<file path="src/rtl/piu_nextsrc_seq.sv">
`default_nettype none
// ============================================================================
//  Module      : piu_nextsrc_seq
//  Description : Registered next-source generator for the PIU patch-index
//                datapath. Accepts one command per cycle over a valid/ready
//                interface, computes next_pchlist / next_esmon / next_merged
//                for a NUM_PCHROW x NUM_PCHCOL patch grid and holds them in
//                output registers until the consumer takes them. A small
//                internal LIFO stores merged masks (SET_MERGED pushes,
//                COPY_MERGED pops). Overflow, underflow and reserved-opcode
//                conditions raise sticky error flags.
//
//  Ports       : clk, rst_n          clock, synchronous active-low reset
//                cmd_valid/cmd_ready command handshake
//                cmd_op              0 PASS, 1 TAKE_IN, 2 PREP, 3 SPLIT,
//                                    4 SET_MERGED, 5 COPY_MERGED, 6/7 reserved
//                sel_pchidxsrc       PASS routing (0 none, 1 list, 2 esmon,
//                                    3 merged)
//                pch_list            patch-list operand
//                next_pchidxsrc      PASS data
//                out_valid/out_ready result handshake
//                next_pchlist/next_esmon/next_merged  registered results
//                merged_cnt          LIFO occupancy
//                err_ovf/err_unf/err_op  sticky errors, cleared by err_clr
//
//  Revision    : 1.0  initial release
// ============================================================================
module piu_nextsrc_seq #(
    parameter int NUM_PCHROW   = 4,
    parameter int NUM_PCHCOL   = 4,
    parameter int MERGED_DEPTH = 4,
    localparam int NUM_PCH     = NUM_PCHROW * NUM_PCHCOL,
    localparam int CW          = $clog2(MERGED_DEPTH + 1)
) (
    input  logic               clk,
    input  logic               rst_n,

    input  logic               cmd_valid,
    output logic               cmd_ready,
    input  logic [2:0]         cmd_op,
    input  logic [1:0]         sel_pchidxsrc,
    input  logic [NUM_PCH-1:0] pch_list,
    input  logic [NUM_PCH-1:0] next_pchidxsrc,

    output logic               out_valid,
    input  logic               out_ready,
    output logic [NUM_PCH-1:0] next_pchlist,
    output logic [NUM_PCH-1:0] next_esmon,
    output logic [NUM_PCH-1:0] next_merged,

    output logic [CW-1:0]      merged_cnt,
    output logic               err_ovf,
    output logic               err_unf,
    output logic               err_op,
    input  logic               err_clr
);

    // ------------------------------------------------------------------------
    // Constants
    // ------------------------------------------------------------------------
    localparam logic [2:0] c_OP_PASS        = 3'd0;
    localparam logic [2:0] c_OP_TAKE_IN     = 3'd1;
    localparam logic [2:0] c_OP_PREP        = 3'd2;
    localparam logic [2:0] c_OP_SPLIT       = 3'd3;
    localparam logic [2:0] c_OP_SET_MERGED  = 3'd4;
    localparam logic [2:0] c_OP_COPY_MERGED = 3'd5;

    localparam logic [1:0] c_SEL_PCHLIST    = 2'd1;
    localparam logic [1:0] c_SEL_ESMON      = 2'd2;
    localparam logic [1:0] c_SEL_MERGED     = 2'd3;

    // LIFO address width; a single-entry LIFO still needs a 1-bit index.
    localparam int AW = (MERGED_DEPTH > 1) ? $clog2(MERGED_DEPTH) : 1;

    // PREP differs from SPLIT only in patch 1 being excluded.
    localparam logic [NUM_PCH-1:0] c_PREP_CLR = NUM_PCH'(2);

    localparam logic [CW-1:0] c_CNT_FULL = CW'(MERGED_DEPTH);
    localparam logic [CW-1:0] c_CNT_ONE  = CW'(1);

    // ------------------------------------------------------------------------
    // Elaboration-time parameter checks
    // ------------------------------------------------------------------------
    if (NUM_PCHROW < 3) begin : g_chk_row
        $error("piu_nextsrc_seq: NUM_PCHROW must be >= 3");
    end
    if (NUM_PCHCOL < 4) begin : g_chk_col
        $error("piu_nextsrc_seq: NUM_PCHCOL must be >= 4");
    end
    if (MERGED_DEPTH < 1) begin : g_chk_depth
        $error("piu_nextsrc_seq: MERGED_DEPTH must be >= 1");
    end

    // ------------------------------------------------------------------------
    // Static grid masks. Each bit I sits at row I/NUM_PCHCOL, column
    // I%NUM_PCHCOL; the masks are pure functions of the grid geometry and
    // fold to constants in synthesis.
    // ------------------------------------------------------------------------
    logic [NUM_PCH-1:0] w_split_mask;      // PREP/SPLIT esmon pattern
    logic [NUM_PCH-1:0] w_prep_mask;
    logic [NUM_PCH-1:0] w_set_esmon_mask;  // SET_MERGED esmon pattern
    logic [NUM_PCH-1:0] w_set_force_mask;  // bits forced to 1 in next_merged

    for (genvar gi = 0; gi < NUM_PCH; gi++) begin : g_bit
        localparam int c_ROW  = gi / NUM_PCHCOL;
        localparam int c_COL  = gi % NUM_PCHCOL;
        localparam int c_LAST = NUM_PCHCOL - 1;

        assign w_split_mask[gi] =
              ((c_ROW == 0) && (c_COL != c_LAST))
           || ((c_ROW == 1) && ((c_COL == 0) || (c_COL == 1) || (c_COL == c_LAST)))
           || ((c_ROW == 2) && (c_COL >= 2) && (c_COL < c_LAST));

        assign w_set_esmon_mask[gi] =
              ((c_ROW == 0) && (c_COL != c_LAST))
           ||  (c_ROW == 1)
           || ((c_ROW == 2) && (c_COL >= 2) && (c_COL < c_LAST));

        assign w_set_force_mask[gi] =
               (c_ROW == 1) && (c_COL >= 2) && (c_COL < c_LAST);
    end

    assign w_prep_mask = w_split_mask & ~c_PREP_CLR;

    // ------------------------------------------------------------------------
    // Handshake / output-register state machine
    // ------------------------------------------------------------------------
    typedef enum logic [0:0] {
        ST_EMPTY = 1'b0,
        ST_FULL  = 1'b1
    } state_t;

    state_t r_state;
    state_t w_state_nxt;
    logic   w_accept;

    assign out_valid = (r_state == ST_FULL);
    // Depends only on registered state and the consumer's ready, never on
    // cmd_valid, so the producer sees no combinational loop.
    assign cmd_ready = !out_valid || out_ready;
    assign w_accept  = cmd_valid && cmd_ready;

    always_ff @(posedge clk) begin
        if (!rst_n) begin
            r_state <= ST_EMPTY;
        end else begin
            r_state <= w_state_nxt;
        end
    end

    always_comb begin
        w_state_nxt = r_state;
        case (r_state)
            ST_EMPTY: begin
                if (w_accept) begin
                    w_state_nxt = ST_FULL;
                end
            end
            ST_FULL: begin
                if (w_accept) begin
                    w_state_nxt = ST_FULL;
                end else if (out_ready) begin
                    w_state_nxt = ST_EMPTY;
                end
            end
            default: w_state_nxt = ST_EMPTY;
        endcase
    end

    // ------------------------------------------------------------------------
    // Merged-mask LIFO
    // ------------------------------------------------------------------------
    logic [NUM_PCH-1:0] r_lifo [MERGED_DEPTH];
    logic [CW-1:0]      r_merged_cnt;
    logic [AW-1:0]      w_push_idx;
    logic [AW-1:0]      w_pop_idx;
    logic               w_lifo_full;
    logic               w_lifo_empty;

    assign w_lifo_full  = (r_merged_cnt == c_CNT_FULL);
    assign w_lifo_empty = (r_merged_cnt == '0);
    assign w_push_idx   = AW'(r_merged_cnt);
    assign w_pop_idx    = AW'(r_merged_cnt - c_CNT_ONE);

    // ------------------------------------------------------------------------
    // Result computation (evaluated every cycle, committed only on accept)
    // ------------------------------------------------------------------------
    logic [NUM_PCH-1:0] w_pchlist_d;
    logic [NUM_PCH-1:0] w_esmon_d;
    logic [NUM_PCH-1:0] w_merged_d;
    logic               w_push;
    logic               w_pop;
    logic               w_ovf;
    logic               w_unf;
    logic               w_op_err;

    always_comb begin
        w_pchlist_d = '0;
        w_esmon_d   = '0;
        w_merged_d  = '0;
        w_push      = 1'b0;
        w_pop       = 1'b0;
        w_ovf       = 1'b0;
        w_unf       = 1'b0;
        w_op_err    = 1'b0;

        case (cmd_op)
            c_OP_PASS: begin
                case (sel_pchidxsrc)
                    c_SEL_PCHLIST: w_pchlist_d = next_pchidxsrc;
                    c_SEL_ESMON:   w_esmon_d   = next_pchidxsrc;
                    c_SEL_MERGED:  w_merged_d  = next_pchidxsrc;
                    default:       ;
                endcase
            end
            c_OP_TAKE_IN: begin
                w_pchlist_d = pch_list;
            end
            c_OP_PREP: begin
                w_esmon_d = w_prep_mask;
            end
            c_OP_SPLIT: begin
                w_esmon_d = w_split_mask;
            end
            c_OP_SET_MERGED: begin
                w_esmon_d  = w_set_esmon_mask;
                w_merged_d = pch_list | w_set_force_mask;
                // A full LIFO still produces the result; only the push is lost.
                if (w_lifo_full) begin
                    w_ovf = 1'b1;
                end else begin
                    w_push = 1'b1;
                end
            end
            c_OP_COPY_MERGED: begin
                if (w_lifo_empty) begin
                    w_unf = 1'b1;
                end else begin
                    w_pop      = 1'b1;
                    w_merged_d = r_lifo[w_pop_idx];
                end
            end
            default: begin
                w_op_err = 1'b1;
            end
        endcase
    end

    // ------------------------------------------------------------------------
    // Result registers: load on accept, otherwise hold (including after the
    // consumer takes them).
    // ------------------------------------------------------------------------
    logic [NUM_PCH-1:0] r_next_pchlist;
    logic [NUM_PCH-1:0] r_next_esmon;
    logic [NUM_PCH-1:0] r_next_merged;

    always_ff @(posedge clk) begin
        if (!rst_n) begin
            r_next_pchlist <= '0;
            r_next_esmon   <= '0;
            r_next_merged  <= '0;
        end else if (w_accept) begin
            r_next_pchlist <= w_pchlist_d;
            r_next_esmon   <= w_esmon_d;
            r_next_merged  <= w_merged_d;
        end
    end

    assign next_pchlist = r_next_pchlist;
    assign next_esmon   = r_next_esmon;
    assign next_merged  = r_next_merged;

    // LIFO storage carries no reset; occupancy alone defines what is valid.
    always_ff @(posedge clk) begin
        if (rst_n && w_accept && w_push) begin
            r_lifo[w_push_idx] <= w_merged_d;
        end
    end

    always_ff @(posedge clk) begin
        if (!rst_n) begin
            r_merged_cnt <= '0;
        end else if (w_accept) begin
            if (w_push) begin
                r_merged_cnt <= r_merged_cnt + c_CNT_ONE;
            end else if (w_pop) begin
                r_merged_cnt <= r_merged_cnt - c_CNT_ONE;
            end
        end
    end

    assign merged_cnt = r_merged_cnt;

    // ------------------------------------------------------------------------
    // Sticky errors: a new error in the same cycle as err_clr wins.
    // ------------------------------------------------------------------------
    logic r_err_ovf;
    logic r_err_unf;
    logic r_err_op;

    always_ff @(posedge clk) begin
        if (!rst_n) begin
            r_err_ovf <= 1'b0;
            r_err_unf <= 1'b0;
            r_err_op  <= 1'b0;
        end else begin
            r_err_ovf <= (w_accept && w_ovf)    || (r_err_ovf && !err_clr);
            r_err_unf <= (w_accept && w_unf)    || (r_err_unf && !err_clr);
            r_err_op  <= (w_accept && w_op_err) || (r_err_op  && !err_clr);
        end
    end

    assign err_ovf = r_err_ovf;
    assign err_unf = r_err_unf;
    assign err_op  = r_err_op;

endmodule
`default_nettype wire
</file>
<file path="config.mk">
export PLATFORM = sky130hd
export DESIGN_NAME = piu_nextsrc_seq
export DESIGN_NICKNAME = d
export VERILOG_FILES = /design/src/rtl/piu_nextsrc_seq.sv
export SDC_FILE = /design/constraint.sdc
export NUM_CORES = 1
export LEC_CHECK = 0
export BUFFER_PORTS_ARGS = -buffer_cell sky130_fd_sc_hd__buf_4
export CORE_ASPECT_RATIO = 2
export CORE_MARGIN = 1.5
export CORE_UTILIZATION = 50
export DETAILED_ROUTE_END_ITERATION = 12
export GPL_TIMING_DRIVEN = 0
export HOLD_SLACK_MARGIN = 0.15
export PLACE_DENSITY = 0.74
export SLEW_MARGIN = 20
export SYNTH_ARGS = -nofsm -noshare
export SYNTH_HDL_FRONTEND = slang
export SYNTH_SLANG_ARGS = --single-unit
</file>
<file path="constraint.sdc">
create_clock -name clk -period 2.55 [get_ports clk]
set_input_delay 0.3825 -clock clk [delete_from_list [all_inputs] [get_ports clk]]
set_output_delay 0.3825 -clock clk [all_outputs]
set_load 0.02 [all_outputs]
</file>
==> metrics.md <==
| Metric | Value |
|---|---|
| Skew final | 0.00472 ns |
| Die footprint | 0.0107 sq mm |
| Via count | 3817 |
| Die Ht | 145 um |
| Tmin final | 2.47 ns |
| Clk sink count | 119 |
| Psw | 1.19 mW |
| Fmax | 405 MHz |
| CP Cell Sequence | buf_8 > buf_12 > inv_1 > ha_4 > clkbuf_8 > mux4_1 > and3_1 > a221o_1 > o21ba_2 |
| Data arrival, critical path | 2.77 ns |
| Initial antenna violation count | 0 |
| Clock tree buffer depth | 2 |
| CTS Buf Count | 17 |
| H-tree depth | 4 |
| CTS Hold Bufs | 0 |
| Core Util, Final | 67.3% |
| Top FF cell, synth | edfxtp_1 |
| Pin count of the biggest net entering global routing | 17 |
| Number of diodes | 0 |
| Starting density of the core | 51.5% |
| Startpoint types | flop |
| Peak supply drop | 0.657 mV |
| Hold Path Depth | 3 |
| Hold Path Class | in -> reg |
| Number of I/O pins | 98 |
| CP endpoint kind | flop |
| Worst Path Class, Setup | reg -> reg |
| RD Place Congestion | 0.909 |
| RSZ-0062 raised after global routing | yes |
| DIE WIDTH | 73.9 um |
| Post-Place Cells | 624 |
| Pre-Repair DR Iteration Count | 5 |
| Pwr dens | 755 mW/mm^2 |
| Clk_lat worst skew | 0.41 ns |
| Post-DR wirelength/cell | 19.5 um |
| Max transition margin | 44.0% |
| Switch share | 24.0% |
| Ys async rst share | 0% |
| DRC | 0 |
| Count leader, synth | edfxtp_1 |
| Layout area overhead | 30.7% |
| #FFs+latches synth | 119 |
| Total grt overflow | 0 |
| Main area contributors after synthesis | edfxtp_1 (38%), dfxtp_1 (22%), mux4_1 (4.7%), o21ai_0 (3.9%), mux4_2 (3.1%) |
| Placeable Area | 0.00976 sq mm |
| GRT Resource Usage Total | 24.9% |
| Final nets | 558 |
| FF-to-FF Start | merged_cnt[0]$_SDFFE_PN0P_ |
| Final setup viols | 0 |
| Post-synth EDFFs | 64 |
| Pint | 3.77 mW |
| Mean area per synthesized cell | 12.7 sq um |
| Final wirelength | 12800 um |
| Setup slack, reg-to-reg | 0.08 ns |
| Hold Fails Final Rpt | 0 |
| Yosys top cell by area | edfxtp_1 |
| R2R cell count | 9 |
| Worst Hold End | out_valid$_SDFF_PN0_ |
| Status | completed |
| Hold_sp | cmd_valid |
| Yosys Warn Count | 0 |
| Post-layout instance area | 0.00657 sq mm |
| Clock group share of total power | 47.9% |
| First-pass GRT wire length | 19400 um |
| Mapped cell area | 0.00502 sq mm |
| Syn Nets | 442 |
| Worst Hold Slack | 0.241 ns |
| Final Cycle Share | 96.9% |
| Cell Area, Placed | 0.00592 sq mm |
| Synth cell types | 40 |
| Largest stage delay, worst path | 0.38 ns |
| Largest fanout on the critical path | 10 |
| Combinational power share | 9.9% |
| Worst path slowest cell | dfxtp_4 |
| I/O Buffers | 97 |
| Seq pwr share | 42.2% |
| CTS tree | yes |
| Clk root buf | clkbuf_16 |
| DR vias/cell | 5.82 |
| Antenna viol nets, final | 0 |
| Worst flop-to-flop path endpoint | next_merged[12]$_SDFFE_PN0P_ |
| Maxcap violations | 0 |
| Leakage | 2.60 nW |
| Least-Margin Pin Slew | 0.833 ns |
| Vias in the first global route | 3874 |
| Most common library cells after synthesis | edfxtp_1 (64), dfxtp_1 (55), o21ai_0 (39) |
| DRT iter0 DRCs | 314 |
| Pins Over Slew Limit | 0 |
| Worst-path clk slew | 0.06 ns |
| FP Rows | 51 |
| DP HPWL | 9360 um |
| Fillers | 725 |
| Fraction of layout cells with a size suffix above 1 | 31.7% |
| Register area share after synthesis | 60.2% |
| Final std cells w/o fill | 656 |
| Cells after synthesis | 395 |
| CP required | 2.85 ns |
| Top-area cell type share of the netlist area | 38.2% |
how the worst max path moves through the flow:
stage,cells after the start,endpoint,from,slack [ns]
2_1_floorplan,9,next_merged[10]$_SDFFE_PN0P_,merged_cnt[0]$_SDFFE_PN0P_,0.11
3_3_place_gp,7,r_lifo[2][11]$_DFFE_PP_,cmd_op[1],-0.47
5_1_grt,8,r_lifo[3][7]$_DFFE_PP_,merged_cnt[0]$_SDFFE_PN0P_,-0.02
4_1_cts,9,next_merged[12]$_SDFFE_PN0P_,merged_cnt[0]$_SDFFE_PN0P_,0.01
3_5_place_dp,7,r_lifo[2][11]$_DFFE_PP_,cmd_op[1],-0.51
6_report,9,next_merged[12]$_SDFFE_PN0P_,merged_cnt[0]$_SDFFE_PN0P_,0.08
state kept, by name, summed over array words and instances (netlist names):
name          count
r_lifo           64
err_unf           1
next_merged      16
err_ovf           1
next_esmon       16
out_valid         1
err_op            1
merged_cnt        3
next_pchlist     16
metrics by stage:
| step | worst slack, ns | TNS [ns] | total power, mW |
|---|---|---|---|
| after global routing | -0.0183 | -0.487 | 5.12 |
| after floorplan | 0.110 | 0 | 2.39 |
| after CTS | 0.00987 | 0 | 4.99 |
| after detailed placement | -0.513 | -38.68 | 2.61 |
| final | 0.0791 | 0 | 4.96 |
| after global placement | -0.468 | -32.72 | 2.60 |
power groups by stage:
stage / clock (mW) / sequential [mW] / combinational (mW)
2_1_floorplan: 0 / 2.19 / 0.206
3_3_place_gp: 0 / 2.13 / 0.469
5_1_grt: 2.50 / 2.10 / 0.524
4_1_cts: 2.41 / 2.09 / 0.484
3_5_place_dp: 0 / 2.13 / 0.475
6_report: 2.38 / 2.09 / 0.489
cell usage in the layout, fill, tap and decap left out, types with 15 or more instances in the layout:
| cell | n |
|---|---|
| a21oi_1 | 20 |
| a221o_1 | 15 |
| a221oi_1 | 16 |
| and3_1 | 15 |
| buf_4 | 97 |
| clkbuf_1 | 21 |
| clkbuf_16 | 17 |
| dfxtp_1 | 54 |
| edfxtp_1 | 64 |
| nand2_1 | 19 |
| nor2_1 | 24 |
| o21ai_0 | 39 |
critical path, delay by kind of cell (launching register included):
| family | cells | cell delay (ns) |
|---|---|---|
| AO/OA/AOI/OAI | 2 | 0.59 |
| adder cells (fa/ha/maj) | 1 | 0.30 |
| buffers and inverters | 4 | 0.60 |
| flip-flops | 1 | 0.38 |
| multiplexers | 1 | 0.30 |
| AND/OR/NAND/NOR | 1 | 0.20 |
metal layers:
layer  vias to the layer above  share of wire, %  track usage (%)
li1                       1772                 -                -
met3                        46               5.8             4.22
met5                         -                 0                0
met4                         0               4.7             15.2
met2                       179                54             44.2
met1                      1820                36             26.8
kinds of logic (layout without fill, tap and decap cells):
logic type               count (synthesis)  count (layout)  share of synthesized area (%)
flip-flops                             119             119                           60.2
AO/OA/AOI/OAI                          114             114                           16.0
multiplexers                            18              18                           8.24
buffers and inverters                   39             168                           3.56
adder cells (fa/ha/maj)                  5               5                           1.25
AND/OR/NAND/NOR                        100             100                           10.8
final cells by class:
cell class / count / area (sq um) / area share, %
buffer: 33 / 181 / 2.76
multi-input combinational: 237 / 1840 / 28.0
clock buffer: 18 / 439 / 6.69
clock inverter: 14 / 163 / 2.48
tap: 132 / 165 / 2.52
sequential: 119 / 3030 / 46.1
timing repair buffer: 97 / 728 / 11.1
inverter: 6 / 22.5 / 0.343
repair_timing:
action,4_1_cts,5_1_grt
setup endpoints to repair,140,103
setup buffers,0,0
gates resized for setup,10,4
gates cloned,0,0
Power figures use the tool's default switching activity.
